<file path="src/rtl/qbus_slave_sequencer_pkg.sv">
// Shared types and constants for the Qbus slave sequencer slice.
// Latency: n/a (declarations only).
// Backpressure: n/a.
package qbus_slave_sequencer_pkg;

    typedef enum logic [2:0] {
        IDLE     = 3'd0,
        SKIP     = 3'd1,
        SEL      = 3'd2,
        RD_SETUP = 3'd3,
        RD_REPLY = 3'd4,
        RD_HOLD  = 3'd5,
        WR       = 3'd6
    } state_t;

    localparam int          NUM_REGS      = 4;
    localparam logic [21:0] QADDR_DEFAULT = 22'o17772150;

    // Byte-lane merge used by both the Qbus and FMC write paths; be[0] covers bits 7:0.
    function automatic logic [15:0] merge_bytes(input logic [15:0] old_dat,
                                                input logic [15:0] new_dat,
                                                input logic [1:0]  be);
        merge_bytes = old_dat;
        if (be[0]) merge_bytes[7:0]  = new_dat[7:0];
        if (be[1]) merge_bytes[15:8] = new_dat[15:8];
    endfunction

endpackage

</file>
<file path="src/rtl/qbus_slave_sequencer_if.sv">
// Qbus pin-side strobes/data plus the FMC register-port request bundle.
// Latency: n/a (wiring only).
// Backpressure: FMC holds fmc_req until fmc_ack; Qbus side is paced by BRPLY.
interface qbus_slave_sequencer_if;

    logic        bsync_n;
    logic        bdin_n;
    logic        bdout_n;
    logic        bwtbt_n;
    logic        binit_n;
    logic [21:0] qaddr_lat;
    logic        bs7_lat;
    logic [15:0] bdal_in;
    logic [15:0] bdal_out;
    logic        bdal_oe;
    logic        outbound;
    logic        brply_g;

    logic        fmc_req;
    logic        fmc_we;
    logic [1:0]  fmc_addr;
    logic [1:0]  fmc_be;
    logic [15:0] fmc_wdata;
    logic        fmc_ack;
    logic [15:0] fmc_rdata;

    modport slave (
        input  bsync_n, bdin_n, bdout_n, bwtbt_n, binit_n,
        input  qaddr_lat, bs7_lat, bdal_in,
        output bdal_out, bdal_oe, outbound, brply_g,
        input  fmc_req, fmc_we, fmc_addr, fmc_be, fmc_wdata,
        output fmc_ack, fmc_rdata
    );

    modport master (
        output bsync_n, bdin_n, bdout_n, bwtbt_n, binit_n,
        output qaddr_lat, bs7_lat, bdal_in,
        input  bdal_out, bdal_oe, outbound, brply_g,
        output fmc_req, fmc_we, fmc_addr, fmc_be, fmc_wdata,
        input  fmc_ack, fmc_rdata
    );

endinterface

</file>
<file path="src/rtl/qbus_slave_sequencer_sync.sv">
// Multi-flop synchroniser for one asynchronous strobe, reset to a chosen level.
// Latency: STAGES clocks from input change to output change.
// Backpressure: none.
module qbus_slave_sequencer_sync #(
    parameter int   STAGES  = 2,
    parameter logic RST_VAL = 1'b1
) (
    input  logic clock,
    input  logic resetn,
    input  logic d,
    output logic q
);

    logic [STAGES-1:0] ff;

    // Shift chain; reset forces the strobe to its deasserted level.
    always_ff @(posedge clock) begin
        if (!resetn) ff <= {STAGES{RST_VAL}};
        else         ff <= {ff[STAGES-2:0], d};
    end

    assign q = ff[STAGES-1];

endmodule

</file>
<file path="src/rtl/qbus_slave_sequencer.sv">
// Qbus slave-cycle sequencer for a 4x16 CSR file, sharing its single port with the FMC bridge.
// Latency: SYNC_STAGES+1 clocks strobe->response; BRPLY follows BDAL drive by SETUP_CYCLES.
// Backpressure: Qbus owns the port one cycle per strobe; FMC then waits at most 2 cycles for fmc_ack.
module qbus_slave_sequencer
    import qbus_slave_sequencer_pkg::*;
#(
    parameter logic [21:0] QADDR        = QADDR_DEFAULT,
    parameter int          SYNC_STAGES  = 2,
    parameter int          SETUP_CYCLES = 2,
    parameter int          HOLD_CYCLES  = 1
) (
    input  logic                  clock,
    input  logic                  resetn,
    qbus_slave_sequencer_if.slave bus,
    output logic [15:0]           reg0
);

    localparam logic [7:0] SETUP_LAST = 8'(SETUP_CYCLES - 1);
    localparam logic [7:0] HOLD_LAST  = 8'(HOLD_CYCLES - 1);

    // Raw strobes, all active-low: {binit, bwtbt, bdout, bdin, bsync}.
    logic [4:0] raw_n;
    logic [4:0] syn_n;
    assign raw_n = {bus.binit_n, bus.bwtbt_n, bus.bdout_n, bus.bdin_n, bus.bsync_n};

    for (genvar i = 0; i < 5; i++) begin : g_sync
        qbus_slave_sequencer_sync #(
            .STAGES  (SYNC_STAGES),
            .RST_VAL (1'b1)
        ) u_sync (
            .clock  (clock),
            .resetn (resetn),
            .d      (raw_n[i]),
            .q      (syn_n[i])
        );
    end

    logic sync, din, dout, wtbt, init;
    assign sync = ~syn_n[0];
    assign din  = ~syn_n[1];
    assign dout = ~syn_n[2];
    assign wtbt = ~syn_n[3];
    assign init = ~syn_n[4];

    logic       sel;
    logic [1:0] idx;
    assign sel = bus.bs7_lat && (bus.qaddr_lat[12:3] == QADDR[12:3]);
    assign idx = bus.qaddr_lat[2:1];

    state_t      state;
    logic [7:0]  cnt;
    logic [15:0] bdal_out_q;
    logic        oe_q;
    logic        brply_q;
    logic        fmc_ack_q;
    logic [15:0] fmc_rdata_q;
    logic [15:0] regs [NUM_REGS];

    // Qbus takes the port on the SEL cycle that launches a read or write; FMC gets every other cycle.
    logic       qbus_rd, qbus_wr, qbus_port, fmc_grant;
    logic [1:0] qbus_be;
    assign qbus_rd   = (state == SEL) && din && !init;
    assign qbus_wr   = (state == SEL) && !din && dout && !init;
    assign qbus_port = qbus_rd || qbus_wr;
    assign fmc_grant = bus.fmc_req && !qbus_port && !fmc_ack_q;
    assign qbus_be   = wtbt ? (bus.qaddr_lat[0] ? 2'b10 : 2'b01) : 2'b11;

    // Register file write port: BINIT clears, otherwise Qbus or granted FMC write.
    always_ff @(posedge clock) begin
        if (!resetn || init) begin
            for (int i = 0; i < NUM_REGS; i++) regs[i] <= '0;
        end else if (qbus_wr) begin
            regs[idx] <= merge_bytes(regs[idx], bus.bdal_in, qbus_be);
        end else if (fmc_grant && bus.fmc_we) begin
            regs[bus.fmc_addr] <= merge_bytes(regs[bus.fmc_addr], bus.fmc_wdata, bus.fmc_be);
        end
    end

    // FMC completion: ack one cycle after grant, independent of BINIT so no request is stranded.
    always_ff @(posedge clock) begin
        if (!resetn) begin
            fmc_ack_q   <= 1'b0;
            fmc_rdata_q <= '0;
        end else begin
            fmc_ack_q <= fmc_grant;
            if (fmc_grant) fmc_rdata_q <= regs[bus.fmc_addr];
        end
    end

    // Slave-cycle FSM with registered BDAL drive, direction and BRPLY outputs.
    always_ff @(posedge clock) begin
        if (!resetn || init) begin
            state      <= IDLE;
            cnt        <= '0;
            bdal_out_q <= '0;
            oe_q       <= 1'b0;
            brply_q    <= 1'b0;
        end else begin
            case (state)
                IDLE: begin
                    if (sync) state <= sel ? SEL : SKIP;
                end
                SKIP: begin
                    if (!sync) state <= IDLE;
                end
                SEL: begin
                    if (din) begin
                        state      <= RD_SETUP;
                        bdal_out_q <= regs[idx];
                        oe_q       <= 1'b1;
                        cnt        <= '0;
                    end else if (dout) begin
                        state <= WR;
                    end else if (!sync) begin
                        state <= IDLE;
                    end
                end
                RD_SETUP: begin
                    if (!din) begin
                        state <= RD_HOLD;
                        cnt   <= '0;
                    end else if (cnt == SETUP_LAST) begin
                        state   <= RD_REPLY;
                        brply_q <= 1'b1;
                    end else begin
                        cnt <= cnt + 8'd1;
                    end
                end
                RD_REPLY: begin
                    if (!din) begin
                        state   <= RD_HOLD;
                        brply_q <= 1'b0;
                        cnt     <= '0;
                    end
                end
                RD_HOLD: begin
                    if (cnt == HOLD_LAST) begin
                        oe_q  <= 1'b0;
                        state <= sync ? SEL : IDLE;
                    end else begin
                        cnt <= cnt + 8'd1;
                    end
                end
                WR: begin
                    if (!dout) begin
                        brply_q <= 1'b0;
                        state   <= sync ? SEL : IDLE;
                    end else begin
                        brply_q <= 1'b1;
                    end
                end
                default: state <= IDLE;
            endcase
        end
    end

    assign bus.bdal_out  = bdal_out_q;
    assign bus.bdal_oe   = oe_q;
    assign bus.outbound  = oe_q;
    assign bus.brply_g   = brply_q;
    assign bus.fmc_ack   = fmc_ack_q;
    assign bus.fmc_rdata = fmc_rdata_q;
    assign reg0          = regs[0];

endmodule

</file>
<file path="src/flat_wrapper.sv">
// flat-port wrapper written by rule: the top's interface ports become plain ports
module qbus_slave_sequencer_flat import qbus_slave_sequencer_pkg::*;
#(
    parameter logic [21:0] QADDR        = QADDR_DEFAULT,
    parameter int          SYNC_STAGES  = 2,
    parameter int          SETUP_CYCLES = 2,
    parameter int          HOLD_CYCLES  = 1
)
  (clock, resetn, reg0, bus_bsync_n, bus_bdin_n, bus_bdout_n, bus_bwtbt_n, bus_binit_n, bus_qaddr_lat, bus_bs7_lat, bus_bdal_in, bus_bdal_out, bus_bdal_oe, bus_outbound, bus_brply_g, bus_fmc_req, bus_fmc_we, bus_fmc_addr, bus_fmc_be, bus_fmc_wdata, bus_fmc_ack, bus_fmc_rdata);
  qbus_slave_sequencer_if bus_i ();
  input  logic clock;
  input  logic resetn;
  output logic [15:0] reg0;
  input wire logic [$bits(bus_i.bsync_n)-1:0] bus_bsync_n;
  input wire logic [$bits(bus_i.bdin_n)-1:0] bus_bdin_n;
  input wire logic [$bits(bus_i.bdout_n)-1:0] bus_bdout_n;
  input wire logic [$bits(bus_i.bwtbt_n)-1:0] bus_bwtbt_n;
  input wire logic [$bits(bus_i.binit_n)-1:0] bus_binit_n;
  input wire logic [$bits(bus_i.qaddr_lat)-1:0] bus_qaddr_lat;
  input wire logic [$bits(bus_i.bs7_lat)-1:0] bus_bs7_lat;
  input wire logic [$bits(bus_i.bdal_in)-1:0] bus_bdal_in;
  output wire logic [$bits(bus_i.bdal_out)-1:0] bus_bdal_out;
  output wire logic [$bits(bus_i.bdal_oe)-1:0] bus_bdal_oe;
  output wire logic [$bits(bus_i.outbound)-1:0] bus_outbound;
  output wire logic [$bits(bus_i.brply_g)-1:0] bus_brply_g;
  input wire logic [$bits(bus_i.fmc_req)-1:0] bus_fmc_req;
  input wire logic [$bits(bus_i.fmc_we)-1:0] bus_fmc_we;
  input wire logic [$bits(bus_i.fmc_addr)-1:0] bus_fmc_addr;
  input wire logic [$bits(bus_i.fmc_be)-1:0] bus_fmc_be;
  input wire logic [$bits(bus_i.fmc_wdata)-1:0] bus_fmc_wdata;
  output wire logic [$bits(bus_i.fmc_ack)-1:0] bus_fmc_ack;
  output wire logic [$bits(bus_i.fmc_rdata)-1:0] bus_fmc_rdata;
  assign bus_i.bsync_n = bus_bsync_n;
  assign bus_i.bdin_n = bus_bdin_n;
  assign bus_i.bdout_n = bus_bdout_n;
  assign bus_i.bwtbt_n = bus_bwtbt_n;
  assign bus_i.binit_n = bus_binit_n;
  assign bus_i.qaddr_lat = bus_qaddr_lat;
  assign bus_i.bs7_lat = bus_bs7_lat;
  assign bus_i.bdal_in = bus_bdal_in;
  assign bus_bdal_out = bus_i.bdal_out;
  assign bus_bdal_oe = bus_i.bdal_oe;
  assign bus_outbound = bus_i.outbound;
  assign bus_brply_g = bus_i.brply_g;
  assign bus_i.fmc_req = bus_fmc_req;
  assign bus_i.fmc_we = bus_fmc_we;
  assign bus_i.fmc_addr = bus_fmc_addr;
  assign bus_i.fmc_be = bus_fmc_be;
  assign bus_i.fmc_wdata = bus_fmc_wdata;
  assign bus_fmc_ack = bus_i.fmc_ack;
  assign bus_fmc_rdata = bus_i.fmc_rdata;
  qbus_slave_sequencer #(.QADDR(QADDR), .SYNC_STAGES(SYNC_STAGES), .SETUP_CYCLES(SETUP_CYCLES), .HOLD_CYCLES(HOLD_CYCLES)) u_core (.clock(clock), .resetn(resetn), .bus(bus_i), .reg0(reg0));
endmodule
</file>
<file path="config.mk">
export PLATFORM = sky130hd
export DESIGN_NAME = qbus_slave_sequencer_flat
export DESIGN_NICKNAME = d
export VERILOG_FILES = /design/src/rtl/qbus_slave_sequencer_pkg.sv /design/src/rtl/qbus_slave_sequencer_if.sv /design/src/rtl/qbus_slave_sequencer_sync.sv /design/src/rtl/qbus_slave_sequencer.sv /design/src/flat_wrapper.sv
export SDC_FILE = /design/constraint.sdc
export NUM_CORES = 1
export LEC_CHECK = 0
export BUFFER_PORTS_ARGS = -buffer_cell sky130_fd_sc_hd__buf_2
export CAP_MARGIN = 20
export CORE_MARGIN = 2
export CORE_UTILIZATION = 51
export CTS_CLUSTER_DIAMETER = 120
export CTS_CLUSTER_SIZE = 28
export DETAILED_ROUTE_END_ITERATION = 8
export PLACE_DENSITY = 0.85
export SKIP_LAST_GASP = 1
export SYNTH_ARGS = -nofsm -noshare
export SYNTH_HDL_FRONTEND = slang
export SYNTH_SLANG_ARGS = --single-unit
</file>
<file path="constraint.sdc">
create_clock -name clock -period 3.15 [get_ports clock]
set_input_delay 0.63 -clock clock [delete_from_list [all_inputs] [get_ports clock]]
set_output_delay 0.63 -clock clock [all_outputs]
set_load 0.1 [all_outputs]
</file>
== Word level (Yosys, flattened, before mapping) ==
Memory sizes are Yosys's and may differ from the RTL's.
Index checks and enable logic that the tools add are counted.
Operators by class
  equal/unequal tests: 18
  bitwise operators: 3
  reductions and logical operators: 26
  mux-type cells: 57
  add/sub/neg operators: 1
Operators with widths (count)
  $mux 8: 19
  $mux 16: 2
  $pmux 8 s4: 1
  $reduce_or 16->1: 2
  $mux 3: 9
  $pmux 3 s7: 1
  $mux 1: 17
  $mux 2: 6
  $ne 2x2->1 const B: 6
  $eq 10x10->1 const B: 1
  $reduce_and 5->1: 2
  $eq 3x3->1 const B: 3
  $logic_and 1x1->1: 9
  $add 8x1->8 const B: 1
  $eq 8x1->1 const B: 1
  $logic_not 8->1: 1
  $eq 3x2->1 const B: 2
  $ne 2x1->1 const B: 2
  $reduce_and 4->1: 1
  $reduce_bool 4->1: 1
  $eq 3x1->1 const B: 1
  $logic_not 1->1: 3
  $logic_not 3->1: 1
  $ne 3x2->1 const B: 1
  9 further kinds: 12
Word-level totals
  word-level logic and storage cells: 118
  output and inout port bits: 52
  bits of input ports: 68
  memory bits (writable): 64
  memories kept: 1
  register bits after elaboration: 56
Memory list
  u_core.regs: words 4, bits a word 16, rd ports 3, clocked after Yosys merged registers in 0, wr ports 4, RTL line qbus_slave_sequencer.sv:57  | logic [15:0] regs [NUM_REGS];

== Longest topological paths before layout ==
Gate-level depths: netlist (run 1).
  word-level depth: 15
  gate-level depth with buffers: 7
  mapped depth without buffers: 7

== Modules after synthesis ==
Synthesis (run 1) repeated with hierarchy kept, for this count alone.
Second synthesis, totals
  cell total of the unflattened synthesis: 516
  area, all modules: 6010.8 µm²
Modules (own cells, without submodules)
  qbus_slave_sequencer: area each 5748.0 µm², sequential area each 2842.7 µm², cells an instance 496, times used 1
  qbus_slave_sequencer_sync: area each 52.6 µm², sequential area each 40.0 µm², cells an instance 4, times used 5

== Worst setup path before layout (run 1) ==
OpenSTA, ideal clock, no wires.
  path type: flip-flop to flip-flop
  from: register u_core.fmc_ack_q (netlist: u_core.bus.fmc_ack)
  to: memory u_core.regs[1][0], enable pin
  path slack: -0.099 ns
  library setup time: 0.411 ns
  path buffers: 0
  arrival time: 2.838 ns
  data required time: 2.739 ns
  clock period less this slack: 3.249 ns
  cell stages (with the launch flop): 6
  path through: dfxtp_1 > nand2b_1 > a211oi_1 > and2_1 > a21oi_1 > o21ai_0
RTL lines
  start: declaration: RTL line qbus_slave_sequencer.sv:55  | logic fmc_ack_q;
  start signal: assignment: RTL line qbus_slave_sequencer.sv:85  | fmc_ack_q <= fmc_grant;
  end: declaration: RTL line qbus_slave_sequencer.sv:57

==> flow_summary_export.csv, run 1 <==
group,metric,value,unit
run_status,outcome,"completed",
synth,synth_seq_cells,120,
setup_path,crit_required,3360,ps
global_routing,grt_max_degree,32,
power,p_int,3250,uW
power,p_leak,0.00306,uW
power,power,4640,uW
finish,synthToLayoutAreaGrowth,21.3,%
drt,maxUsedRoutingLayer,"met4",
setup_path,start_kind,"flop",
finish,stdcell_count,903,
finish,fill_cells,971,
clocking,cts_hold_repair.buffers,0,
timing,hold_violations,0,
setup_path,cp.arrival,3080,ps
drt,ant_nets,0,
power,p_seq_share,40.4,%
synth,async_flop_share,0,%
clocking,postCtsSetupBuffers,0,
placed_design,dpl_cell_area,7240,um2
drt,wl_met1,6550,um
global_routing,grt_pass1_wl,28100,um
placed_design,dp_hpwl,12500,um
floorplanning,initial_core_util,51.5,%
setup_path,path_cells,"nor3b_4 > nand4_4 > nor3b_4 > o21bai_2 > nor3_1",
drt,vias,5446,
drt,drt_wl_total,18300,um
global_routing,grt_use_total,28.2,%
drt,drt_iter0_markers,550,
floorplanning,dieArea,13500,um2
power,vdd.ir_drop.worst,0.463,mV
drt,viasPerCell,6.03,
global_routing,grt_pass1_vias,5342,
setup_path,crit_fanout,21,
finish,nets,789,
drt,wl_per_cell,20.3,um
clocking,clock_latency,420,ps
floorplanning,fp-row-count,41,
timing,drv_slew,0,
setup_path,cp_slowest_cell,"dfxtp_1",
timing,clock.fmax,348,MHz
timing,fin_crit_sh,91.2,%
finish,post-route-util,62.5,%
timing,worstMarginPinSlew,802,ps
clocking,tritoncts,"done",
clocking,cts_sinks,120,
power,pwr-share-clk,39.1,%
drt,wl_met2,8870,um
synth,dominantRegCellSynth,"edfxtp_1",
synth,avgSynthCellArea,10.6,um2
clocking,clkTransAtPathRegs,50,ps
clocking,clockBufferDepth,2,
clocking,cts_made_buffers,17,
timing,layout_min_cycle_time,2870,ps
power,switching_power,1390,uW
timing,fin_setup_tns,0,ps
clocking,cts-resized-gates,0,
synth,syn_inst,607,
min_path,hold_class,"primary input to flop",
power,switching_share,30.0,%
floorplanning,fp.dieW,116,um
setup_path,crit_path_frequent_cell,"nor3b_4",
timing,clock-skew-final,13.6,ps
synth,synth_cell_types,54,
floorplanning,pin_count,120,
placed_design,gp_congestion,0.894,
setup_path,max_stage_delay,530,ps
placed_design,dp_cells,871,
run,drv_cap,0,
setup_path,critical-path-top-delay-family,"simple AND/OR/NAND/NOR gates",
drt,met3_wirelength,2090,um
synth,ys_warn_count,0,
timing,finalSetupViolations,0,
power,p_per_area,595,nW/um2
power,combPwrFrac,20.6,%
setup_path,cp_num_buf_inv,0,
finish,antenna_cells,0,
synth,synth_fp_nets,678,
floorplanning,core-area,12500,um2
clocking,clockRootBuffer,"clkbuf_16",
setup_path,path_class,"flop to flop",
placed_design,portBuffers,110,
synth,seq_area_frac_synth,47.4,%
drt,drc,0,
drt,dr.pass1.iters,6,
timing,max_slew_margin,46.5,%
finish,layout-drive-gt1-share,30.4,%
finish,stdcell_area,7790,um2
synth,synth_edf_count,64,
clocking,htree_num_levels,4,
global_routing,grt_overflow,0,
synth,synthesis.area,6420,um2
floorplanning,die_y,116,um
timing,rsz0062_at_grt,"no",
global_routing,antenna_found_initial,0,
setup_path,crit_path_end_kind,"flop",
==> final cells by class <==
class                      instances  area, um2  area share, %
multi-input combinational        433       3170           40.6
sequential                       120       3040           39.0
timing repair buffer             135        776           9.96
clock buffer                      28        507           6.50
tap                              172        215           2.76
clock inverter                     4       45.0          0.578
inverter                          11       41.3          0.530
==> worst register-to-register path, cell delays in order (launching register included) <==
cell,delay [ps]
dfxtp_1,530
nor3b_4,520
nand4_4,380
nor3b_4,510
o21bai_2,340
nor3_1,380
==> cells in the final DEF (no fill, tap or decap), types with 17 or more instances in the layout <==
master / count
nand2_1: 71
nor3_1: 19
buf_4: 22
a21oi_1: 61
buf_2: 110
mux2i_1: 33
edfxtp_1: 64
mux4_2: 32
a22oi_1: 17
o21ai_0: 21
dfxtp_1: 56
nor2b_1: 17
clkbuf_16: 17
nor2_1: 64
==> registers in the layout (all words and copies together), names as in the netlist <==
signal	flops
u_core.bus.bdal_out	16
u_core.bus.fmc_rdata	16
u_core.cnt	8
u_core.g_sync.u_sync.ff	10
u_core.regs	64
u_core.bus.bdal_oe	1
u_core.state	3
u_core.bus.fmc_ack	1
u_core.bus.brply_g	1
==> per-stage QoR <==
stage	hold slack [ps]	setup WS (ps)
6_report	396	276
5_1_grt	397	126
4_1_cts	382	374
3_5_place_dp	393	409
3_3_place_gp	396	609
2_1_floorplan	386	209
==> worst paths after layout <==
kind,from,end,slack (ps),depth (start not counted)
max,u_core.state[2],u_core.regs[2][11],280,5
max reg2reg,u_core.state[2],u_core.regs[2][11],280,5
min reg2reg,u_core.g_sync[4].u_sync.ff[0],u_core.g_sync[4].u_sync.ff[1],410,1
min,bus_bdout_n,u_core.g_sync[2].u_sync.ff[0],400,2
==> Yosys cell counts, types with 2 or more instances <==
library cell	count	area (um2)
nand2_1	71	267
edfxtp_1	64	1920
nor2_1	64	240
a21oi_1	62	310
dfxtp_1	56	1120
mux2i_1	33	330
mux4_2	32	721
clkbuf_1	25	93.8
o21ai_0	22	110
nor3_1	20	100
a22oi_1	17	128
nor2b_1	17	106
mux2_2	16	180
nand2b_1	13	81.3
inv_1	11	41.3
buf_2	10	50.1
xnor2_1	6	52.6
nand3_1	5	25.0
and2_1	4	25.0
buf_4	4	30.0
nor3b_1	4	30.0
a211oi_1	3	22.5
a21o_1	3	22.5
buf_1	3	11.3
ha_1	3	37.5
o21ai_1	3	15.0
a31oi_1	2	12.5
and2b_1	2	15.0
nand4b_1	2	17.5
nor3b_4	2	37.5
nor4b_1	2	17.5
o21bai_1	2	15.0
or4_1	2	15.0
or4b_1	2	20.0
==> power by group through the flow <==
stage / clock network, uW / logic, uW / registers, uW
2_1_floorplan: 0 / 545 / 2060
3_3_place_gp: 0 / 911 / 1890
4_1_cts: 1820 / 947 / 1870
6_report: 1810 / 954 / 1870
3_5_place_dp: 0 / 940 / 1900
5_1_grt: 1890 / 1010 / 1890
==> metal layers <==
layer	track usage, %	vias up
li1	-	2457
met1	35.2	2549
met2	45.2	382
met3	6.85	58
met4	15.9	0
met5	0	-
==> cells by family after synthesis <==
family / share of synthesized area [%]
AO/OA/AOI/OAI: 11.4
XOR/XNOR: 0.818
adder cells (fa/ha/maj): 0.584
buffers and inverters: 3.70
flip-flops: 47.4
multiplexers: 19.2
AND/OR/NAND/NOR: 17.0
Note: power is estimated with default switching activity, not from simulation.
==> run 2: changes to the inputs <==
- CAP_MARGIN: 20 -> 40
- CORE_UTILIZATION: 51 -> 56
- PLACE_DENSITY: 0.85 -> 0.88
- clock period: 3.15 -> 2.9 ns (I/O delays scaled with it)
==> run 2 against run 1 <==
  * Critical path type unchanged
  * Flip-flop and latch count unchanged
  * Routed wire length increased by 2.0%
  * Sequential share of layout area decreased by 0.063 points
  * Critical path depth unchanged
  * Core utilization increased by 6.4 points
  * Global-route usage increased by 3.0 points
  * Clock power increased by 17%
  * First-iteration DRC count decreased by 11%
  * Maximum frequency increased by 3.2%
  * Cell count decreased by 3.0%
  * Clock-buffer cell count decreased by 3
==> flow_summary_export.csv, run 2 (synthesis results as in run 1) <==
group,metric,value,unit
setup_path,rrSetupSlack,120,ps
drt,ant_nets,0,
global_routing,grt_pass1_vias,5751,
clocking,htree_num_levels,4,
drt,dr.pass1.iters,5,
clocking,cts_hold_repair.buffers,0,
timing,clock-skew-final,4.83,ps
finish,stdcell_area,7800,um2
finish,synthToLayoutAreaGrowth,21.5,%
drt,wl_met1,6570,um
floorplanning,core-area,11300,um2
timing,timing.hold.ws,332,ps
setup_path,worstSetupEndpoint,"u_core.regs[1][1]",
floorplanning,pin_count,120,
floorplanning,fp-row-count,39,
clocking,clockRootBuffer,"clkbuf_16",
power,vdd.ir_drop.worst,0.523,mV
timing,max_slew_margin,39.3,%
setup_path,start_kind,"flop",
finish,final_cell_mix,"buf_2 (110), nand2_1 (71), nor2_1 (64), edfxtp_1 (64), a21oi_1 (60)",
placed_design,dpl_cell_area,7200,um2
placed_design,portBuffers,110,
floorplanning,die_y,111,um
drt,drc,0,
clocking,clockBufferDepth,2,
floorplanning,dieArea,12300,um2
finish,layout-drive-gt1-share,31.4,%
power,pwr-share-clk,40.7,%
clocking,cts_sinks,120,
timing,clock.fmax,359,MHz
run,drv_cap,0,
global_routing,grt_pass1_wl,29500,um
drt,drt_wl_total,18600,um
timing,worstMarginPinSlew,911,ps
drt,drt_iter0_markers,492,
finish,layout_commonest_cell,"buf_2",
clocking,clkTransAtPathRegs,50,ps
timing,rsz0062_at_grt,"no",
clocking,clock_latency,420,ps
drt,wl_met2,9450,um
finish,largest_register_ffs,64,
placed_design,gp_congestion,0.906,
power,combPwrFrac,21.4,%
placed_design,dp_hpwl,12500,um
timing,fin_crit_sh,96.0,%
clocking,postCtsSetupBuffers,0,
drt,wl_per_cell,21.3,um
floorplanning,initial_core_util,56.8,%
timing,finalSetupViolations,0,
drt,maxUsedRoutingLayer,"met4",
power,switching_power,1560,uW
global_routing,grt_overflow,0,
power,switching_share,29.9,%
power,p_per_area,669,nW/um2
min_path,hold_class,"primary input to flop",
timing,fin_setup_tns,0,ps
setup_path,rr_endpoint,"u_core.regs[1][1]",
drt,vias,5562,
setup_path,crit_required,3150,ps
power,p_int,3660,uW
power,p_seq_share,38.0,%
setup_path,cp.arrival,3040,ps
global_routing,grt_use_total,31.2,%
timing,hold_violations,0,
timing,drv_slew,0,
setup_path,path_class,"flop to flop",
setup_path,crit_path_end_kind,"flop",
finish,nets,791,
floorplanning,fp.dieW,111,um
run_status,outcome,"completed",
clocking,cts_made_buffers,17,
clocking,cts-resized-gates,0,
clocking,tritoncts,"done",
timing,layout_min_cycle_time,2780,ps
finish,antenna_cells,0,
power,p_leak,0.00310,uW
drt,viasPerCell,6.35,
global_routing,grt_max_degree,32,
finish,regMostFlops,"u_core.regs",
global_routing,antenna_found_initial,0,
setup_path,crit_start,"u_core.g_sync[1].u_sync.ff[1]",
setup_path,r2r_start,"u_core.g_sync[1].u_sync.ff[1]",
setup_path,crit_fanout,16,
setup_path,ff2ff_path_depth,5,
drt,met3_wirelength,1780,um
## run 2: cell count changes in the layout (fill, tap and decap cells not counted), sizes merged
cell    delta
clkbuf     -3
clkinv     +3
buf        +2
## run 2: worst max-delay path: stages (launching register included)
cell	delay, ps
dfxtp_1	670
a21boi_0	400
a2111oi_2	530
a21o_1	610
a22oi_1	190
nor2_1	210
## run 2: metrics by stage
stage          total power (uW)  instances  setup WS (ps)  util [%]
2_1_floorplan              2830        607           82.7         -
3_3_place_gp               3050        844            396      63.6
3_5_place_dp               3100        844            266      63.6
4_1_cts                    5220        876            245      68.9
5_1_grt                    5370        876           81.8      68.9
6_report                   5220        876            115      68.9
## run 2: power by group through the flow
stage                     clock (uW)  combinational, uW  sequential (uW)
final                           2120               1120             1980
after global routing            2200               1180             1990
after CTS                       2140               1100             1980
after detailed placement           0               1090             2010
after global placement             0               1060             2000
after floorplan                    0                592             2240
## run 2: worst min path at each step
| stage | start | end | cells past startpoint |
|---|---|---|---|
| 2_1_floorplan | u_core.g_sync[0].u_sync.ff[0] | u_core.g_sync[0].u_sync.ff[1] | 1 |
| 3_3_place_gp | u_core.g_sync[1].u_sync.ff[0] | u_core.g_sync[1].u_sync.ff[1] | 1 |
| 3_5_place_dp | u_core.g_sync[3].u_sync.ff[0] | u_core.g_sync[3].u_sync.ff[1] | 1 |
| 4_1_cts | bus_bdout_n | u_core.g_sync[2].u_sync.ff[0] | 2 |
| 5_1_grt | bus_bwtbt_n | u_core.g_sync[3].u_sync.ff[0] | 2 |
| 6_report | bus_bdout_n | u_core.g_sync[2].u_sync.ff[0] | 2 |
## run 2: layout make-up
| cell class | count | area, um2 |
|---|---|---|
| clock buffer | 25 | 548 |
| tap | 143 | 179 |
| timing repair buffer | 137 | 766 |
| multi-input combinational | 433 | 3170 |
| sequential | 120 | 3040 |
| clock inverter | 7 | 58.8 |
| fill | 803 | 3520 |
| inverter | 11 | 41.3 |
## run 2: metal layers
metal / GRT usage, % / vias up
met1: 36.7 / 2630
met2: 52.6 / 395
met5: 0 / -
met4: 17.5 / 0
li1: - / 2460
met3: 7.55 / 77
==> run 3: changes to the inputs <==
- CORE_UTILIZATION: 56 -> 60
- PLACE_DENSITY: 0.88 -> 0.93
- clock period: 2.9 -> 3.4 ns (I/O delays scaled with it)
==> run 3 against run 2 <==
  * Non-clock buffer count is 8 lower
  * Sequential share of layout area is 0.67 points higher
  * Combinational power is 18% lower
  * First-iteration DRC count is 65% higher
  * Total power is 16% lower
  * Hold slack hardly changed
  * Sequential power is 12% lower
  * Maximum frequency is 6.4% lower
  * Highest routed layer unchanged
==> flow_summary_export.csv, run 3 (synthesis results as in run 1) <==
group,metric,value,unit
clocking,cts-resized-gates,0,
finish,synthToLayoutAreaGrowth,19.4,%
global_routing,grt_max_degree,33,
power,p_per_area,569,nW/um2
floorplanning,pin_count,120,
floorplanning,dieArea,11600,um2
run_status,outcome,"completed",
setup_path,cp_slowest_cell,"dfxtp_1",
drt,drt_iter0_markers,814,
drt,ant_nets,0,
run,drv_cap,0,
finish,layout_commonest_cell,"buf_2",
floorplanning,initial_core_util,62.0,%
timing,hold_violations,0,
timing,max_slew_margin,39.1,%
global_routing,grt_use_total,35.6,%
setup_path,max_stage_delay,740,ps
clocking,tritoncts,"done",
global_routing,grt_overflow,0,
power,vdd.ir_drop.worst,0.361,mV
drt,dr.pass1.iters,6,
floorplanning,fp.dieW,107,um
global_routing,grt_pass1_wl,30700,um
setup_path,path_class,"flop to flop",
clocking,postCtsSetupBuffers,0,
finish,largest_register_ffs,64,
clocking,cts_sinks,120,
timing,finalSetupViolations,0,
setup_path,path_cells,"and2b_1 > nand4_4 > o21ai_0 > a21oi_1 > nand2_1 > buf_4",
setup_path,ff2ff_path_depth,6,
global_routing,grt_pass1_vias,5913,
finish,layout-drive-gt1-share,30.2,%
setup_path,crit_fanout,20,
floorplanning,fp-row-count,37,
clocking,clockRootBuffer,"clkbuf_8",
clocking,clkTransAtPathRegs,50,ps
placed_design,portBuffers,110,
power,p_leak,0.00302,uW
drt,drc,0,
clocking,htree_num_levels,4,
clocking,clockBufferDepth,2,
min_path,hold_depth,2,
clocking,cts_hold_repair.buffers,0,
drt,wl_per_cell,23.2,um
finish,post-route-util,74.0,%
finish,fill_cells,625,
timing,drv_slew,0,
finish,regMostFlops,"u_core.regs",
timing,fin_crit_sh,87.5,%
timing,layout_min_cycle_time,2980,ps
floorplanning,die_y,107,um
floorplanning,core-area,10400,um2
drt,drt_wl_total,19900,um
timing,fin_setup_tns,0,ps
setup_path,crit_required,3630,ps
clocking,clock_latency,540,ps
finish,nets,783,
finish,antenna_cells,0,
setup_path,crit_path_end_kind,"flop",
timing,rsz0062_at_grt,"no",
global_routing,antenna_found_initial,0,
timing,clock-skew-final,10.1,ps
timing,worstMarginPinSlew,908,ps
clocking,cts_made_buffers,17,
setup_path,cp.arrival,3200,ps
placed_design,dp_hpwl,12300,um
placed_design,gp_congestion,0.878,
setup_path,start_kind,"flop",
finish,final_cell_mix,"buf_2 (110), nand2_1 (71), nor2_1 (64), edfxtp_1 (64), a21oi_1 (61)",
drt,viasPerCell,6.75,
timing,clock.fmax,336,MHz
min_path,hold_class,"primary input to flop",
drt,vias,5814,
run 3: changes by cell type in the layout (fill, tap and decap cells not counted), moves of 2 or more:
cell        previous run  this run
buf_4                 26        19
clkbuf_1               1         3
clkbuf_16             19        17
clkinvlp_4             0         2
run 3: final timing paths:
check | endpoint | from | slack, ps
hold reg to reg | u_core.g_sync[3].u_sync.ff[1] | u_core.g_sync[3].u_sync.ff[0] | 400
setup / recovery | u_core.regs[0][8] | u_core.state[1] | 420
setup reg to reg | u_core.regs[0][8] | u_core.state[1] | 420
hold / removal | u_core.g_sync[2].u_sync.ff[0] | bus_bdout_n | 330
run 3: critical path, delay by kind of cell (launching register included):
kind	cells	cell delay [ps]
compound gates	2	600
buf+inv	1	310
flops	1	740
simple gates	3	1010
run 3: area by class of cell:
| class | instances | area [um2] | share of cell area, % |
|---|---|---|---|
| clock inverter | 8 | 68.8 | 0.897 |
| tap | 136 | 170 | 2.22 |
| sequential | 120 | 3040 | 39.7 |
| timing repair buffer | 129 | 693 | 9.03 |
| inverter | 11 | 41.3 | 0.538 |
| clock buffer | 24 | 492 | 6.41 |
| multi-input combinational | 433 | 3170 | 41.3 |
run 3: power breakdown:
part / total, uW / switching (uW) / internal (uW)
clock: 1710 / 646 / 1060
combinational: 913 / 618 / 295
sequential: 1740 / 118 / 1630
total: 4370 / 1380 / 2980
run 3: stage by stage:
| step | power (uW) | worst slack (ps) | hold WS, ps | instances | instance area, um2 |
|---|---|---|---|---|---|
| after floorplan | 2410 | 151 | 386 | 607 | 6420 |
| after global placement | 2570 | 673 | 393 | 829 | 7110 |
| after detailed placement | 2620 | 554 | 396 | 829 | 7110 |
| after CTS | 4320 | 557 | 321 | 861 | 7670 |
| after global routing | 4460 | 331 | 346 | 861 | 7670 |
| final | 4370 | 424 | 333 | 861 | 7670 |
run 3: per-layer routing:
layer,vias to the layer above,part of all wire (%),global-route usage [%]
met3,134,14,11.2
met5,-,0,0
met2,580,47,57.2
met4,0,5.6,21.1
li1,2443,-,-
met1,2657,33,41.8
